==> config.mk <==
export PLATFORM = sky130hd
export DESIGN_NAME = decode_stage
export DESIGN_NICKNAME = d
export VERILOG_FILES = /design/src/rtl/decode_stage_pkg.sv /design/src/rtl/decode_stage_inst_decode.sv /design/src/rtl/decode_stage.sv
export SDC_FILE = /design/constraint.sdc
export NUM_CORES = 1
export LEC_CHECK = 0
export ABC_CLOCK_PERIOD_IN_PS = 6900
export CORE_MARGIN = 2
export CORE_UTILIZATION = 40
export CTS_BUF_LIST = sky130_fd_sc_hd__clkbuf_8
export CTS_CLUSTER_DIAMETER = 40
export CTS_CLUSTER_SIZE = 20
export DETAILED_ROUTE_END_ITERATION = 7
export DONT_BUFFER_PORTS = 1
export GPL_TIMING_DRIVEN = 0
export PLACE_DENSITY = 0.58
export SYNTH_ARGS = -nofsm -noshare
export SYNTH_HDL_FRONTEND = slang
export SYNTH_SLANG_ARGS = --single-unit
export TNS_END_PERCENT = 50
==> constraint.sdc <==
create_clock -name clk -period 6.9 [get_ports clk]
set_input_delay 1.38 -clock clk [delete_from_list [all_inputs] [get_ports clk]]
set_output_delay 1.38 -clock clk [all_outputs]
set_load 0.01 [all_outputs]
==> src/rtl/decode_stage_pkg.sv <==
`default_nettype none
// ============================================================================
// Module      : decode_stage_pkg
// Description : Opcode/function constants, field positions and decoded-entry
//               record shared by the decode stage and its instruction decoder.
// Revision    : 1.0 - initial release
// ============================================================================
package decode_stage_pkg;

    localparam logic [5:0] c_op_special = 6'd0;
    localparam logic [5:0] c_op_addi    = 6'd1;
    localparam logic [5:0] c_op_load    = 6'd3;
    localparam logic [5:0] c_op_andi    = 6'd4;
    localparam logic [5:0] c_op_ori     = 6'd5;
    localparam logic [5:0] c_op_xori    = 6'd6;
    localparam logic [5:0] c_op_jump    = 6'd41;

    localparam logic [4:0] c_fn_sll  = 5'd0;
    localparam logic [4:0] c_fn_srl  = 5'd2;
    localparam logic [4:0] c_fn_add  = 5'd8;
    localparam logic [4:0] c_fn_sub  = 5'd9;
    localparam logic [4:0] c_fn_and  = 5'd10;
    localparam logic [4:0] c_fn_or   = 5'd11;
    localparam logic [4:0] c_fn_xor  = 5'd16;
    localparam logic [4:0] c_fn_slt  = 5'd17;
    localparam logic [4:0] c_fn_sltu = 5'd18;

    localparam int c_op_hi    = 31;
    localparam int c_op_lo    = 26;
    localparam int c_rs_hi    = 25;
    localparam int c_rs_lo    = 21;
    localparam int c_rt_hi    = 20;
    localparam int c_rt_lo    = 16;
    localparam int c_rd_hi    = 15;
    localparam int c_rd_lo    = 11;
    localparam int c_aux_hi   = 10;
    localparam int c_aux_lo   = 0;
    localparam int c_fn_hi    = 4;
    localparam int c_imm16_hi = 15;
    localparam int c_imm26_hi = 25;

    typedef struct packed {
        logic [31:0] pc;
        logic [5:0]  op;
        logic [4:0]  rs;
        logic [4:0]  rt;
        logic [4:0]  rd;
        logic [10:0] aux;
        logic [31:0] imm;
        logic        illegal;
    } decoded_t;

    localparam int c_entry_w = 97;

    function automatic logic is_alu_fn(input logic [4:0] fn);
        case (fn)
            c_fn_sll, c_fn_srl, c_fn_add, c_fn_sub, c_fn_and,
            c_fn_or, c_fn_xor, c_fn_slt, c_fn_sltu: is_alu_fn = 1'b1;
            default:                                is_alu_fn = 1'b0;
        endcase
    endfunction

endpackage
`default_nettype wire

==> src/rtl/decode_stage_inst_decode.sv <==
`default_nettype none
// ============================================================================
// Module      : inst_decode
// Description : Combinational field split, immediate extension and legality
//               check of one raw instruction word.
// Revision    : 1.0 - initial release
// ============================================================================
module inst_decode
    import decode_stage_pkg::*;
(
    input  logic [31:0] inst,
    input  logic [31:0] pc,
    output decoded_t    dec
);

    logic [5:0]  w_op;
    logic [10:0] w_aux;

    assign w_op  = inst[c_op_hi:c_op_lo];
    assign w_aux = inst[c_aux_hi:c_aux_lo];

    always_comb begin
        dec         = '0;
        dec.pc      = pc;
        dec.op      = w_op;
        dec.rs      = inst[c_rs_hi:c_rs_lo];
        dec.rt      = inst[c_rt_hi:c_rt_lo];
        dec.rd      = inst[c_rd_hi:c_rd_lo];
        dec.aux     = w_aux;
        dec.imm     = '0;
        dec.illegal = 1'b0;
        case (w_op)
            c_op_special:
                dec.illegal = !is_alu_fn(w_aux[c_fn_hi:0]);
            c_op_addi, c_op_load:
                dec.imm = {{16{inst[c_imm16_hi]}}, inst[c_imm16_hi:0]};
            c_op_andi, c_op_ori, c_op_xori:
                dec.imm = {16'd0, inst[c_imm16_hi:0]};
            c_op_jump:
                dec.imm = {6'd0, inst[c_imm26_hi:0]};
            default:
                dec.illegal = 1'b1;
        endcase
    end

endmodule
`default_nettype wire

==> src/rtl/decode_stage.sv <==
`default_nettype none
// ============================================================================
// Module      : decode_stage
// Description : Instruction decode with a 2-entry skid buffer of decoded
//               records between fetch and execute.
// Revision    : 1.0 - initial release
// ============================================================================
module decode_stage
    import decode_stage_pkg::*;
(
    input  logic        clk,
    input  logic        rst,
    input  logic        if_valid,
    input  logic [31:0] if_pc,
    input  logic [31:0] if_inst,
    output logic        if_ready,
    input  logic        flush,
    input  logic        ex_ready,
    output logic        id_valid,
    output logic [31:0] id_pc,
    output logic [5:0]  op,
    output logic [4:0]  rs,
    output logic [4:0]  rt,
    output logic [4:0]  rd,
    output logic [10:0] aux,
    output logic [31:0] imm_dpl,
    output logic        illegal
);

    decoded_t   w_dec;
    decoded_t   r_head;
    decoded_t   r_tail;
    logic [1:0] r_count;
    logic       w_push;
    logic       w_pop;

    inst_decode u_inst_decode (
        .inst (if_inst),
        .pc   (if_pc),
        .dec  (w_dec)
    );

    assign if_ready = (r_count != 2'd2) && !flush;
    assign id_valid = (r_count != 2'd0);
    assign w_push   = if_valid && if_ready;
    assign w_pop    = id_valid && ex_ready;

    // Head register feeds the outputs directly; it is only overwritten when a
    // newer entry must take its place, so fields hold while the buffer is empty.
    always_ff @(posedge clk) begin
        if (rst) begin
            r_count <= 2'd0;
            r_head  <= '0;
            r_tail  <= '0;
        end else if (flush) begin
            r_count <= 2'd0;
        end else begin
            case ({w_push, w_pop})
                2'b10: begin
                    if (r_count == 2'd0) begin
                        r_head <= w_dec;
                    end else begin
                        r_tail <= w_dec;
                    end
                    r_count <= r_count + 2'd1;
                end
                2'b01: begin
                    if (r_count == 2'd2) begin
                        r_head <= r_tail;
                    end
                    r_count <= r_count - 2'd1;
                end
                // Push with pop is only reachable at count 1.
                2'b11: begin
                    r_head <= w_dec;
                end
                default: begin
                end
            endcase
        end
    end

    assign id_pc   = r_head.pc;
    assign op      = r_head.op;
    assign rs      = r_head.rs;
    assign rt      = r_head.rt;
    assign rd      = r_head.rd;
    assign aux     = r_head.aux;
    assign imm_dpl = r_head.imm;
    assign illegal = r_head.illegal;

endmodule
`default_nettype wire

**Yosys cells after proc, flatten, opt, wreduce, memory -nomap -nowiden**

Memory sizes are Yosys's and may differ from the RTL's.
Index checks and enable logic that the tools add are counted.

- $add $sub $neg: 2
- Equality and inequality tests: 13
- Mux-type cells: 7
- Bitwise gates (word level): 2
- Reduce and logical (&&, ||, !) cells: 16

Operators with widths:

| operator | count |
|---|---|
| 97-bit one-hot mux with 3 select lines | 1 |
| 97-bit 2-to-1 mux | 2 |
| 32-bit one-hot mux with 3 select lines | 1 |
| 6-bit by 3-bit equality test with 1-bit output (second input constant) | 3 |
| 2-bit equality test (second input constant) | 3 |
| 6-bit by 1-bit equality test with 1-bit output (second input constant) | 1 |
| 6-bit by 2-bit equality test with 1-bit output (second input constant) | 1 |
| 6-bit equality test (second input constant) | 1 |
| 6-bit logical NOT | 1 |
| 2-bit inequality test (second input constant) | 3 |
| 6-bit OR reduction | 1 |
| 2-bit one-hot mux with 2 select lines | 1 |
| 4-bit AND reduction | 1 |
| 2-bit nonzero test | 2 |
| 2-bit OR reduction | 2 |
| 1-bit logical AND | 3 |
| 3-bit AND reduction | 1 |
| 3-bit nonzero test | 1 |
| 3-bit OR reduction | 1 |
| 2-bit by 1-bit adder with 2-bit output (second input constant) | 1 |
| 2-bit by 1-bit equality test with 1-bit output (second input constant) | 1 |
| 1-bit logical NOT | 2 |
| 2-bit logical NOT | 1 |
| 1-bit NOT | 2 |
| 3 further kinds | 3 |

- Flip-flop bits (word level): 196
- ROM bits: 32
- Input port bits: 69
- Output and inout port bits: 99
- Logic and storage cells: 58
- Memories: 1

Memories:

| memory | depth | width | rd ports | clocked after memory_dff | wr ports | RTL line | text |
|---|---|---|---|---|---|---|---|
| (name not given) | 32 | 1 | 1 | 0 | 0 | decode_stage_pkg.sv:56 | `case (fn)` |

**Longest topological paths before layout**

- Word-level depth: 6
- Depth in mapped cells: 12
- Depth with buffers taken out: 9

**Modules after synthesis**

Synthesis repeated with hierarchy kept, for this count alone.

- Cell total of the unflattened synthesis: 1110
- Area, all modules: 9952.0 um^2

Modules (own cells, without submodules):

| module | times used | cells each | area each (um^2) | seq. area each (um^2) |
|---|---|---|---|---|
| decode_stage | 1 | 993 | 9077.5 | 3923.8 |
| inst_decode | 1 | 117 | 874.6 | 0.0 |

**Worst setup path before layout**

No wires, ideal clock.

- Kind: input -> register
- From: in flush
- To: reg r_head (netlist bit aux[10])
- Library setup time: 146 ps
- Arrival: 3289 ps
- Required time: 6754 ps
- Path slack: 3465 ps
- Stages: 9
- Buffers on the path: 3
- Cells stage by stage: a21oi_1 > nand2_1 > ha_1 > or3b_1 > a221oi_2 > buf_2 > buf_4 > buf_2 > a211oi_2

- Cells in the longest elaborated chain, start to end: 6
- Elaborated cells between the ends (all ways): 12
- Those cells by class: 5 x eq/ne; 1 x mux; 1 x bitwise; 5 x reduce/logical

Ends and longest elaborated chain:

| what | RTL line | text |
|---|---|---|
| from (decl) | decode_stage.sv:17 | `input logic flush,` |
| 1-bit logical NOT | decode_stage.sv:43 | `assign if_ready = (r_count != 2'd2) && !flush;` |
| 1-bit logical AND | decode_stage.sv:43 |  |
| 1-bit logical AND | decode_stage.sv:45 | `assign w_push = if_valid && if_ready;` |
| 2-bit by 1-bit equality test with 1-bit output / 2-bit equality test (equally long branches) | decode_stage.sv:58 | `case ({w_push, w_pop})` |
| 2-bit inequality test (no line) / 3-bit nonzero test (equally long branches) | -- |  |
| 4-bit AND reduction (no line) | -- |  |
| to (signal assigned) | decode_stage.sv:61 | `r_head <= w_dec;` |
| to (signal assigned) | decode_stage.sv:69 | `r_head <= r_tail;` |
| to (signal assigned) | decode_stage.sv:75 | `r_head <= w_dec;` |
| to (decl) | decode_stage.sv:31 | `decoded_t r_head;` |

Several ways; a longest one is shown, not always the timed one.
A chain may end at the register's enable or synchronous reset.

**Worst setup path after layout**

- From: in flush
- To: reg r_head (netlist bit id_pc[14])

Same word-level chain as after synthesis.

==> metrics.md <==
| Metric | Value |
|---|---|
| Pleak | `2.77 nW` |
| Yosys reg bits | `186` |
| Setup ws final | `3390 ps` |
| Design area | `8400 um^2` |
| EDFF count, synth | `0` |
| Final hold vios | `0` |
| Final Instance Count excl. Fillers | `1122` |
| Final setup violation count | `0` |
| Async SR Flop Fraction | `0%` |
| Clk buf depth | `2` |
| Die Area | `20300 um^2` |
| CP Max Fanout | `10` |
| Setup Fix Bufs, Post-CTS | `0` |
| Share of the synthesized area in the top cell type | `48.6%` |
| Status | `complete, no violations` |
| Post-Route WL | `21400 um` |
| Max-cap viol count | `0` |
| Critical Path End Type | `flop` |
| Initial antenna violation count | `0` |
| Post-synthesis cell area | `7660 um^2` |
| GP Congestion | `0.788` |
| PortBufs | `0` |
| Placed cell count | `1090` |
| Detailed Routing Iterations Pass 1 | `4` |
| Final nets | `946` |
| Core ar. | `18800 um^2` |
| CP arrival | `3840 ps` |
| Seq/Total Area, Yosys | `48.6%` |
| # fillers | `1892` |
| Instance count of the mapped netlist | `856` |
| Hold EP | `r_tail[9]` |
| DRC | `0` |
| Starting density of the core | `40.8%` |
| Tightest Pin Transition | `842 ps` |
| I/O pin total | `168` |
| Largest net degree at the start of global routing | `17` |
| Most common cell in the netlist | `dfxtp_1` |
| Site Rows | `50` |
| Hold Crit Class | `reg -> reg` |
| Syn_nets | `927` |
| Worst Hold Launch | `r_tail[9]` |
| Share of layout cells above drive strength 1 | `11.5%` |
| Hold Path Depth | `2` |
| Max_slew headroom | `43.9%` |
| Via-to-Cell Ratio | `5.38` |
| R2r setup slk | `3710 ps` |
| Max Clock Freq | `0.285 GHz` |
| Antenna Nets Post-Route | `0` |
| Post-synth cell types | `36` |
| Worst r2r src | `r_count[0]` |
| CTS resizes | `0` |
| # hold bufs at CTS | `0` |
| CTS tree | `done` |
| Yosys warns | `0` |
| Maximum resistive drop on vdd | `0.116 mV` |
| Placed Instance Area | `7950 um^2` |
| DR WL/cell | `19.1 um` |
| Setup repair after global routing missed its margin | `no` |
| Gr usage total | `21.2%` |
| Tcrit/Tclk final | `50.9%` |
| First-pass GRT wire length | `33000 um` |
| Final Util | `44.8%` |
| Ant. Diodes | `0` |
| Clock Skews | `8.49 ps` |
| Vias | `6040` |
| Num CTS Buffers | `17` |
| Crit Path Class | `in -> reg` |
| Die Height | `142 um` |
| Root Driver | `clkbuf_8` |
| Total grt overflow | `0` |
| Fin Setup TNS | `0 ps` |
| Largest area contributor in the netlist | `dfxtp_1` |
| Die Wd | `142 um` |
| HPWL after DPL | `15400 um` |
| Slew Limit Fails | `0` |
| Layout area overhead | `9.71%` |
| Clk sinks | `186` |
| Vias in the first global route | `5803` |
| Initial DRC count | `368` |
| CP startpoint kind | `input port` |
| Clock transition at path regs | `100 ps` |
| Synth cell count leaders | `186 x dfxtp_1, 158 x nand2_1, 106 x a21oi_1` |
| Worst reg-to-reg path cell count | `11` |
| Reg-to-Reg End | `id_pc[14]` |
| Synth area leaders | `dfxtp_1 49%, mux2i_1 8.5%, nand2_1 7.7%` |
| Avg Inst Size Synth | `8.95 um^2` |
| Placement Setup Slack | `2900 ps` |
| Top FF cell, synth | `dfxtp_1` |
| H-tree Lvls | `4` |
| Crit path time final | `3510 ps` |
| Worst skew pair latency | `470 ps` |
| Required time of the critical path | `7220 ps` |
| Power Density | `258 nW/um^2` |
## kinds of logic (layout without fill, tap and decap cells)
family | count (synthesis) | count (layout) | share of synthesized area, %
compound gates | 234 | 234 | 22.0
xor+xnor | 3 | 3 | 0.343
fa+ha+maj | 2 | 2 | 0.327
buf+inv | 84 | 116 | 4.98
flops | 186 | 186 | 48.6
mux | 65 | 65 | 8.50
simple gates | 282 | 282 | 15.2
## registers in the layout, summed over array words and instances, names as in the netlist, 5 cells and up
register  count
r_tail       92
id_pc        32
rs            5
rd            5
op            6
aux          11
imm_dpl      27
rt            5
## area by class of cell
| class | instances | area [um^2] | area share (%) |
|---|---|---|---|
| inverter | 6 | 22.5 | 0.268 |
| buffer | 78 | 359 | 4.27 |
| multi-input combinational | 586 | 3550 | 42.3 |
| sequential | 186 | 3720 | 44.3 |
| tap | 234 | 293 | 3.49 |
| clock buffer | 19 | 262 | 3.11 |
| clock inverter | 13 | 189 | 2.25 |
## through the flow
step	total power, mW	hold WS (ps)
floorplan	1.32	417
global placement	1.37	427
detailed placement	1.37	434
CTS	2.20	457
global route	2.27	472
finish	2.17	453
## worst max-delay path, cell delays in order
cell,delay [ps]
a21oi_1,350
nand2_1,140
ha_1,310
or3b_1,420
a221oi_2,260
buf_2,240
buf_4,260
buf_2,340
a211oi_2,120
## where the power goes
| group | switching (mW) | leakage [nW] | internal (mW) |
|---|---|---|---|
| combinational | 0.121 | 1.02 | 0.0682 |
| clock | 0.405 | 0.235 | 0.420 |
| sequential | 0.0437 | 1.51 | 1.11 |
## layout by cell type (no fill, tap or decap), types with 2 or more instances in the layout
cell	netlist	final
a211o_1	11	11
a211oi_1	36	36
a211oi_2	40	40
a21oi_1	106	106
and3_1	16	16
buf_1	4	4
buf_2	17	17
buf_4	10	10
bufinv_16	0	4
clkbuf_1	46	46
clkbuf_8	0	19
clkinv_2	0	2
dfxtp_1	186	186
ha_1	2	2
inv_1	6	7
inv_6	0	4
mux2i_1	65	65
nand2_1	158	158
nand2b_1	2	2
nand3b_1	2	2
nor2_1	91	91
nor2b_1	2	2
nor3_1	4	4
o21ai_0	20	20
o2bb2ai_1	16	16
xnor2_1	2	2
## how the worst max path moves through the flow
stage | from | slack (ps) | depth (start not counted) | endpoint
floorplan | flush | 3470 | 9 | aux[10]
global placement | flush | 2930 | 9 | id_pc[6]
detailed placement | flush | 2900 | 9 | id_pc[6]
CTS | flush | 3400 | 9 | id_pc[14]
global route | flush | 3270 | 9 | id_pc[10]
finish | flush | 3390 | 9 | id_pc[14]
## per-layer routing
layer | up-vias | share of wire, % | global-route usage (%)
met5 | - | 0 | 0
met4 | 0 | 1.7 | 6.57
met3 | 25 | 7.8 | 6.86
met2 | 178 | 46 | 32.7
met1 | 2834 | 45 | 28.2
li1 | 3003 | - | -
No activity file was read; power rests on OpenSTA's default activity.
